<file path="src/rtl/tmr_counter8.sv">
// rtl/tmr_counter8.sv - 8-bit up-counter with triple modular redundancy
// Three replicas feed a bitwise 2-of-3 voter whose result is written back to all of them.
module tmr_counter8 #(
    parameter int WIDTH = 8
) (
    input  logic             clk,
    input  logic             rst,
    input  logic             enable,
    output logic [WIDTH-1:0] q_out
);

    (* keep = "true", dont_touch = "true" *) logic [WIDTH-1:0] cnt_a;
    (* keep = "true", dont_touch = "true" *) logic [WIDTH-1:0] cnt_b;
    (* keep = "true", dont_touch = "true" *) logic [WIDTH-1:0] cnt_c;

    logic [WIDTH-1:0] w_voted;
    logic [WIDTH-1:0] w_next;

    assign w_voted = (cnt_a & cnt_b) | (cnt_a & cnt_c) | (cnt_b & cnt_c);
    assign w_next  = enable ? w_voted + WIDTH'(1) : w_voted;
    assign q_out   = w_voted;

    // Reloading from the voted value every edge scrubs a single upset replica.
    always_ff @(posedge clk) begin
        if (rst) begin
            cnt_a <= '0;
            cnt_b <= '0;
            cnt_c <= '0;
        end else begin
            cnt_a <= w_next;
            cnt_b <= w_next;
            cnt_c <= w_next;
        end
    end

endmodule

</file>
<file path="config.mk">
export PLATFORM = sky130hd
export DESIGN_NAME = tmr_counter8
export DESIGN_NICKNAME = d
export VERILOG_FILES = /design/src/rtl/tmr_counter8.sv
export SDC_FILE = /design/constraint.sdc
export NUM_CORES = 1
export LEC_CHECK = 0
export ABC_AREA = 1
export CAP_MARGIN = 20
export CORE_AREA = 3 3 40 42
export CTS_BUF_LIST = sky130_fd_sc_hd__clkbuf_8 sky130_fd_sc_hd__clkbuf_16
export DETAILED_ROUTE_END_ITERATION = 16
export DIE_AREA = 0 0 43 45
export GPL_TIMING_DRIVEN = 0
export PLACE_DENSITY_LB_ADDON = 0.25
export SETUP_SLACK_MARGIN = 0.4
export SYNTH_ARGS = -nofsm -noshare
export SYNTH_HDL_FRONTEND = slang
export SYNTH_SLANG_ARGS = --single-unit
</file>
<file path="constraint.sdc">
create_clock -name clk -period 3.2 [get_ports clk]
set_input_delay 0.64 -clock clk [delete_from_list [all_inputs] [get_ports clk]]
set_output_delay 0.64 -clock clk [all_outputs]
set_load 0.01 [all_outputs]
</file>
After elaboration in Yosys (flattened, before gate mapping)
Cells that the tools add are included.
- mux-type cells: 1
- bitwise operators: 3
- add/subtract/negate cells: 1
- operator list (cell ; number):
    bitwise OR 8 bit ; 2
    adder 8 x 1 -> 8 bit, second input constant ; 1
    AND 8 bit ; 1
    two-way mux 8 bit ; 1
- input port bits: 3
- word-level logic and storage cells: 6
- output and inout port bits: 8
- register bits after elaboration: 8

Logic depth before layout (Yosys ltp)
Gate-level depths: netlist (run 1).
- word-level depth: 5
- gate-level depth with buffers: 6
- mapped depth without buffers: 6

Worst setup path before layout (run 1)
OpenSTA, ideal clock, no wires.
- path kind: reg-to-output
- start: reg cnt_c[0]
- end: out q_out[0]
- data required time: 2560 ps
- path slack: 2013 ps
- arrival time: 547 ps
- cell stages (with the launch flop): 2
- cell sequence: dfxtp_1 buf_4
- cells in the longest elaborated chain, start to end: 3
- RTL lines (what ; RTL line ; RTL):
    from (decl) ; 14 ; (* keep = "true", dont_touch = "true" *) logic [WIDTH-1:0] cnt_c;
    from (signal assigned) ; 32 ; cnt_c <= w_next;
    AND 8 bit * ; 19 ; assign w_voted = (cnt_a & cnt_b) | (cnt_a & cnt_c) | (cnt_b & cnt_c);
    bitwise OR 8 bit ; 19 ;
    bitwise OR 8 bit * ; 19 ;
    to (decl) ; 9 ; output logic [WIDTH-1:0] q_out
Mark *: on every way between the ends. The rest lies on a longest branch, timed or not.

Worst setup path after layout (run 1)
Same ends and word-level chain as after synthesis.

==> results_tabular.tex, run 1 <==
\begin{tabular}{lr}
\hline
Metric & Value \\
\hline
\multicolumn{2}{l}{\textbf{Status}} \\
Result of the run & completed \\
\multicolumn{2}{l}{\textbf{Setup path}} \\
Startpoint class of the critical path & register \\
CP peak stage delay & between 0.5 and 0.6 ns \\
Crit path cell chain & buf\_4 -> clkdlybuf4s50\_1 \\
CP Max Fanout & 5 \\
Critical R2R Capture & cnt\_c[6]\$\_SDFFE\_PP0P\_ \\
R2R depth & 6 \\
Critical Path End Type & output pin \\
Type of the worst setup path & reg -> out \\
Crit path required time & $\sim$2.6 ns \\
Count of buffering cells on the critical path with inverters included & 2 \\
Internal reg-to-reg setup slack & about 2.1 ns \\
Kind of cell with the highest combined delay on the critical path & buffers and inverters \\
Reg2reg start & cnt\_c[0]\$\_SDFFE\_PP0P\_ \\
Data arrival at the endpoint of the critical path & 1.29 ns \\
Critical path's slowest cell & sky130\_fd\_sc\_hd\_\_clkdlybuf4s50\_1 \\
Critical path depth & 2 \\
Worst setup path startpoint & cnt\_c[0]\$\_SDFFE\_PP0P\_ \\
Crit path capture & q\_out[0] \\
\multicolumn{2}{l}{\textbf{Global routing}} \\
Antenna violations before repair & 0 \\
Via count of the first global-routing pass & approximately 320 \\
Maximum number of pins on one net before global-route repair & 8 \\
Global router's overall resource usage & 8.69\% \\
GRT overflow & 0 \\
Global-route wire length before repair & about 1200 µm \\
\multicolumn{2}{l}{\textbf{Power and ir drop}} \\
Logic pwr share & around 8.4\% \\
Worst IR drop on VDD & 0.000226 V \\
Clock Power Share & approximately half \\
Sequential share of power & 42.7\% \\
Total power divided by cell area & $\sim$420 nW/µm² \\
Static power due to leakage & 0.000261 µW \\
Net switching share of the total power & between 20\% and 30\% \\
Power spent charging and discharging nets & 50.9 µW \\
Internal cell power & 196 µW \\
\multicolumn{2}{l}{\textbf{Placed design}} \\
Routability-driven placement congestion ratio & about 0.72 \\
Half-perimeter wire length after placement & between 500 and 600 µm \\
Placed cell area & about 540 µm² \\
Number of buffers inserted by port buffering & 10 \\
\multicolumn{2}{l}{\textbf{Hold path}} \\
HP Class & reg -> reg \\
\multicolumn{2}{l}{\textbf{Floorplan}} \\
Site Rows & 13 \\
Standard cell core area & about 1300 µm² \\
Total die area & 1940 µm² \\
Effective utilization at floorplan & between 30\% and 40\% \\
Die width & $\sim$43 µm \\
Y dimension of the die & between 40 and 50 µm \\
I/O pin total & 11 \\
\multicolumn{2}{l}{\textbf{STA}} \\
Hold Vio Cnt, Final & 0 \\
RSZ-0062 raised after global routing & false \\
Total Negative Setup Slacks & 0 ns \\
Worst-margin pin slew & between 0.2 and 0.25 ns \\
Final-report setup violation count & 0 \\
Post-Route Hold Slack & around 0.53 ns \\
Minimum clock period after layout & around 1.9 ns \\
Worst slew margin relative to its limit & between 80\% and 90\% \\
Final period utilization & 60.3\% \\
Achievable Freq & 518 MHz \\
Number of max-slew violations in the final report & 0 \\
Worst clock skew on the final layout & between 0.002 and 0.0025 ns \\
\multicolumn{2}{l}{\textbf{Cells and area}} \\
Register with the most flip-flops & cnt\_c \\
Proportion of layout cells with a drive suffix above 1 & about 18\% \\
Largest registers ranked by flip-flop count & cnt\_c x8 \\
Area growth from synthesis to layout & 37.9\% \\
Number of fillers in the final layout & between 100 and 150 \\
Post-layout utilization of the core & 45.4\% \\
Number of inserted diodes & 0 \\
Final \#Nets & 79 \\
Largest register FFs & 8 \\
Final std cell area, no fill & between 500 and 600 µm² \\
\multicolumn{2}{l}{\textbf{Detailed routing}} \\
Number of search-and-repair iterations in the first detailed-routing pass & 4 \\
Overall via count from detail\_route & about 380 \\
DRC marker count from the first detailed-route iteration & 11 \\
DRC violation count after routing & 0 \\
Routed wirelength normalized by instance count & between 8 and 9 µm \\
Detailed-route wire length & between 700 and 800 µm \\
Routed vias/inst & $\sim$4.3 \\
Remaining number of nets flagged by the antenna check after routing & 0 \\
\multicolumn{2}{l}{\textbf{Clock network}} \\
CTS Hold Bufs & 0 \\
H-tree depth reported by CTS & 1 \\
Skew-Pair Late Insertion Delay & 0.23 ns \\
Root Driver & sky130\_fd\_sc\_hd\_\_clkbuf\_8 \\
CTS tree & done \\
Number of buffers added by the clock tree synthesis step & 3 \\
Post-CTS sizing & 0 \\
Clk buf depth & 2 \\
Clock transition at the register clock pins on the worst setup and hold paths after CTS & about 0.04 ns \\
Number of buffers inserted to repair setup after CTS & 0 \\
Sinks on the clock net & 8 \\
\multicolumn{2}{l}{\textbf{Yosys}} \\
Instance count of the mapped netlist & 60 \\
Warning count from the yosys run & 0 \\
Mean Syn Cell Area & slightly above 7 µm² \\
Net count of the mapped netlist & 64 \\
Netlist area before placement & 423 µm² \\
\multicolumn{2}{l}{\textbf{Flow run}} \\
Max-cap violations & 0 \\
\hline
\end{tabular}
## cells in the final DEF (no fill, tap or decap), drive strengths merged
cell type and count:
nand2 11, clkdlybuf4s50 10, inv 9, nor2 9
buf 8, dfxtp 8, a21oi 5, nand3 3
nor3 3, clkbuf 3, o21ai 2, nand4 1
ha 1
## worst min-delay path, delay by kind of cell, from the launching register on
family           cells  cell delay (ns)
DFF                  1             0.33
and+or+nand+nor      2             0.16
## cell type report
cell class	instances	area (µm²)	area share, %
multi-input combinational	35	169	29.0
sequential	8	160	27.5
timing repair buffer	10	100	17.2
buffer	8	60.1	10.3
clock buffer	3	41.3	7.08
inverter	9	33.8	5.79
tap	15	18.8	3.22
## worst min-delay path by stage
stage                                startpoint                    end  slack, ns  depth (start not counted)
after global routing      cnt_c[0]$_SDFFE_PP0P_  cnt_c[0]$_SDFFE_PP0P_       0.56                          1
after CTS                 cnt_c[4]$_SDFFE_PP0P_  cnt_c[4]$_SDFFE_PP0P_       0.52                          2
after global placement    cnt_c[0]$_SDFFE_PP0P_  cnt_c[0]$_SDFFE_PP0P_       0.51                          1
final                     cnt_c[4]$_SDFFE_PP0P_  cnt_c[4]$_SDFFE_PP0P_       0.53                          2
after floorplan           cnt_c[5]$_SDFFE_PP0P_  cnt_c[5]$_SDFFE_PP0P_       0.48                          2
after detailed placement  cnt_c[4]$_SDFFE_PP0P_  cnt_c[4]$_SDFFE_PP0P_       0.52                          2
## layer usage
| metal | global-route usage, % | vias up | routed length (µm) |
|---|---|---|---|
| met3 | 3.59 | 2 | 47 |
| met5 | 0 | - | 0 |
| met1 | 10.5 | 162 | 361 |
| met4 | 7.23 | 0 | 10 |
| met2 | 12.0 | 8 | 326 |
| li1 | - | 207 | - |
## power by group through the flow
stage,sequential [µW],combinational [µW],clock (µW)
after CTS,105,20.9,122
after floorplan,106,11.4,0
after global placement,107,20.6,0
after detailed placement,107,20.8,0
after global routing,106,23.0,127
final,106,20.7,121
## metrics by stage
stage / setup slack (ns) / power [µW] / std cells
finish: 1.27 / 247 / 88
global route: 1.23 / 256 / 88
CTS: 1.27 / 249 / 88
detailed placement: 1.37 / 128 / 85
global placement: 1.39 / 128 / 85
floorplan: 2.06 / 118 / 60
Power figures use the tool's default switching activity.
==> run 2, diff against run 1 <==
==> constraint.sdc (replaced) <==
create_clock -name clk -period 1.6 [get_ports clk]
set_input_delay 0.32 -clock clk [delete_from_list [all_inputs] [get_ports clk]]
set_output_delay 0.32 -clock clk [all_outputs]
set_load 0.01 [all_outputs]
==> run 2 against run 1 <==
Net effect:
- sequential power increased by 99%
- critical path type unchanged
- routed wire length increased by 0.81%
- first-iteration DRC count decreased by 27%
- clock skew about the same
- non-clock buffer count unchanged
- via count increased by 1.8%
- sequential cell count unchanged
- core utilization decreased by 2.2 points
- cell count unchanged
- worst hold slack got worse by 0.065 ns
==> results_tabular.tex, run 2 (synthesis gave the netlist of run 1 again) <==
\begin{tabular}{lr}
\hline
Metric & Value \\
\hline
\multicolumn{2}{l}{\textbf{STA}} \\
Hold Vio Cnt, Final & 0 (unchanged) \\
Achievable Freq & 880 MHz \\
Minimum clock period after layout & 1.14 ns \\
RSZ-0062 raised after global routing & false \\
Number of max-slew violations in the final report & 0 (unchanged) \\
Worst-margin pin slew & 0.229 ns (-0.00419 ns) \\
Worst slew margin relative to its limit & 84.7\% (+0.33 points) \\
Worst clock skew on the final layout & 0.00194 ns (-0.000302 ns) \\
Final-report setup violation count & 0 (unchanged) \\
Total Negative Setup Slacks & 0 ns (unchanged) \\
Final period utilization & a little over 70\% \\
\multicolumn{2}{l}{\textbf{Floorplan}} \\
Site Rows & 13 (unchanged) \\
Y dimension of the die & 45 µm (unchanged) \\
Die width & 43 µm (unchanged) \\
Effective utilization at floorplan & 32.9\% (unchanged) \\
Standard cell core area & 1280 µm² (unchanged) \\
I/O pin total & 11 (unchanged) \\
Total die area & 1940 µm² (unchanged) \\
\multicolumn{2}{l}{\textbf{Setup path}} \\
Crit path capture & q\_out[0] \\
CP Max Fanout & 5 (unchanged) \\
R2R depth & 6 (unchanged) \\
Critical R2R Capture & cnt\_c[6]\$\_SDFFE\_PP0P\_ \\
Startpoint class of the critical path & register \\
Type of the worst setup path & reg -> out \\
Crit path required time & 1.28 ns (-1.28 ns) \\
Reg2reg start & cnt\_c[0]\$\_SDFFE\_PP0P\_ \\
Worst setup path startpoint & cnt\_c[0]\$\_SDFFE\_PP0P\_ \\
Internal reg-to-reg setup slack & 0.56 ns (-1.52 ns) \\
Critical Path End Type & output pin \\
Data arrival at the endpoint of the critical path & 0.82 ns (-0.47 ns) \\
\multicolumn{2}{l}{\textbf{Detailed routing}} \\
Number of search-and-repair iterations in the first detailed-routing pass & 4 (unchanged) \\
Detailed-route wire length & 751 µm (+0.81\%) \\
Remaining number of nets flagged by the antenna check after routing & 0 (unchanged) \\
Routed wirelength normalized by instance count & 8.53 µm (+0.81\%) \\
Routed vias/inst & 4.39 (+1.8\%) \\
Overall via count from detail\_route & 386 (+1.8\%) \\
DRC violation count after routing & 0 (unchanged) \\
DRC marker count from the first detailed-route iteration & 8 (-3) \\
\multicolumn{2}{l}{\textbf{Placed design}} \\
Number of buffers inserted by port buffering & 10 (unchanged) \\
Routability-driven placement congestion ratio & 0.722 (unchanged) \\
Half-perimeter wire length after placement & 539 µm (unchanged) \\
\multicolumn{2}{l}{\textbf{Cells and area}} \\
Number of inserted diodes & 0 (unchanged) \\
Largest register FFs & 8 (unchanged) \\
Most frequent standard cell in the layout excluding fill and tap cells & sky130\_fd\_sc\_hd\_\_nand2\_1 \\
Post-layout utilization of the core & 43.1\% (-2.2 points) \\
Register with the most flip-flops & cnt\_c \\
Most used cells in the layout excluding fill and tap cells & 10 x sky130\_fd\_sc\_hd\_\_nand2\_1, 9 x sky130\_fd\_sc\_hd\_\_inv\_1, 8 x sky130\_fd\_sc\_hd\_\_nor2\_1, 8 x sky130\_fd\_sc\_hd\_\_buf\_4 \\
Area growth from synthesis to layout & 31.1\% \\
Largest registers ranked by flip-flop count & cnt\_c x8 \\
Final \#Nets & 79 (unchanged) \\
Proportion of layout cells with a drive suffix above 1 & 39.7\% (+22 points) \\
\multicolumn{2}{l}{\textbf{Clock network}} \\
CTS tree & done \\
Number of buffers inserted to repair setup after CTS & 0 (unchanged) \\
Number of buffers added by the clock tree synthesis step & 3 (unchanged) \\
Sinks on the clock net & 8 (unchanged) \\
Skew-Pair Late Insertion Delay & 0.23 ns (about the same) \\
H-tree depth reported by CTS & 1 (unchanged) \\
Clock transition at the register clock pins on the worst setup and hold paths after CTS & 0.04 ns (about the same) \\
Root Driver & sky130\_fd\_sc\_hd\_\_clkbuf\_8 \\
CTS Hold Bufs & 0 (unchanged) \\
Clk buf depth & 2 (unchanged) \\
\multicolumn{2}{l}{\textbf{Hold path}} \\
HP Class & reg -> reg \\
\multicolumn{2}{l}{\textbf{Flow run}} \\
Max-cap violations & 0 (unchanged) \\
\multicolumn{2}{l}{\textbf{Global routing}} \\
Global router's overall resource usage & 8.86\% (+0.17 points) \\
Via count of the first global-routing pass & 321 (+1.3\%) \\
Global-route wire length before repair & 1230 µm (+2.3\%) \\
Antenna violations before repair & 0 (unchanged) \\
GRT overflow & 0 (unchanged) \\
Maximum number of pins on one net before global-route repair & 8 (unchanged) \\
\multicolumn{2}{l}{\textbf{Power and ir drop}} \\
Total power divided by cell area & 882 nW/µm² (+110\%) \\
Static power due to leakage & 0.000282 µW (+7.8\%) \\
Worst IR drop on VDD & 0.000449 V (+98\%) \\
\multicolumn{2}{l}{\textbf{Status}} \\
Result of the run & completed \\
\hline
\end{tabular}
## run 2: how the worst min path moves through the flow
| stage | from | cells after the start | endpoint |
|---|---|---|---|
| final | cnt_c[0]$_SDFFE_PP0P_ | 1 | cnt_c[0]$_SDFFE_PP0P_ |
| after global routing | cnt_c[0]$_SDFFE_PP0P_ | 1 | cnt_c[0]$_SDFFE_PP0P_ |
| after CTS | cnt_c[0]$_SDFFE_PP0P_ | 1 | cnt_c[0]$_SDFFE_PP0P_ |
| after detailed placement | cnt_c[4]$_SDFFE_PP0P_ | 2 | cnt_c[4]$_SDFFE_PP0P_ |
| after global placement | cnt_c[0]$_SDFFE_PP0P_ | 1 | cnt_c[0]$_SDFFE_PP0P_ |
| after floorplan | rst | 1 | cnt_c[2]$_SDFFE_PP0P_ |
## run 2: final cells by class
| cell class | instances | area, µm² |
|---|---|---|
| flip-flops and latches | 8 | 173 |
| fillers | 142 | 731 |
| inverters | 9 | 33.8 |
| clock buffers | 3 | 41.3 |
| repair buffers | 10 | 58.8 |
| plain buffers | 8 | 60.1 |
| multi-input cells | 35 | 169 |
| well taps | 15 | 18.8 |
## run 2: metal layers
| layer | up-vias | part of all wire [%] | GRT usage, % |
|---|---|---|---|
| li1 | 206 | - | - |
| met1 | 170 | 47 | 10.9 |
| met2 | 8 | 45 | 12.0 |
| met3 | 2 | 6.9 | 3.59 |
| met4 | 0 | 1.3 | 7.23 |
| met5 | - | 0 | 0 |
## run 2: critical path, cell delays in order (launching register included)
cell and delay (ns):
sky130_fd_sc_hd__dfxtp_4 0.35, sky130_fd_sc_hd__buf_4 0.12, sky130_fd_sc_hd__clkbuf_2 0.11
## run 2: power by group
group          internal, µW  switching, µW
clock                   163           78.6
sequential              206           5.66
combinational          18.2           17.5
total                   387            102
## run 2: stage by stage
| step | cell area, µm² | instances | power [µW] | hold slack [ns] | setup WS [ns] |
|---|---|---|---|---|---|
| after floorplan | 423 | 60 | 236 | 0.399 | 0.607 |
| after global placement | 542 | 85 | 255 | 0.510 | 0.114 |
| after detailed placement | 542 | 85 | 256 | 0.517 | 0.0884 |
| after CTS | 566 | 88 | 493 | 0.464 | 0.355 |
| after global routing | 554 | 88 | 506 | 0.479 | 0.437 |
| final | 554 | 88 | 489 | 0.462 | 0.464 |
## run 2: what timing repair did
action                                 in CTS  in global routing
endpoints found under the hold margin       0                  0
resized for setup                          39                  2
setup endpoints to repair                  13                  2
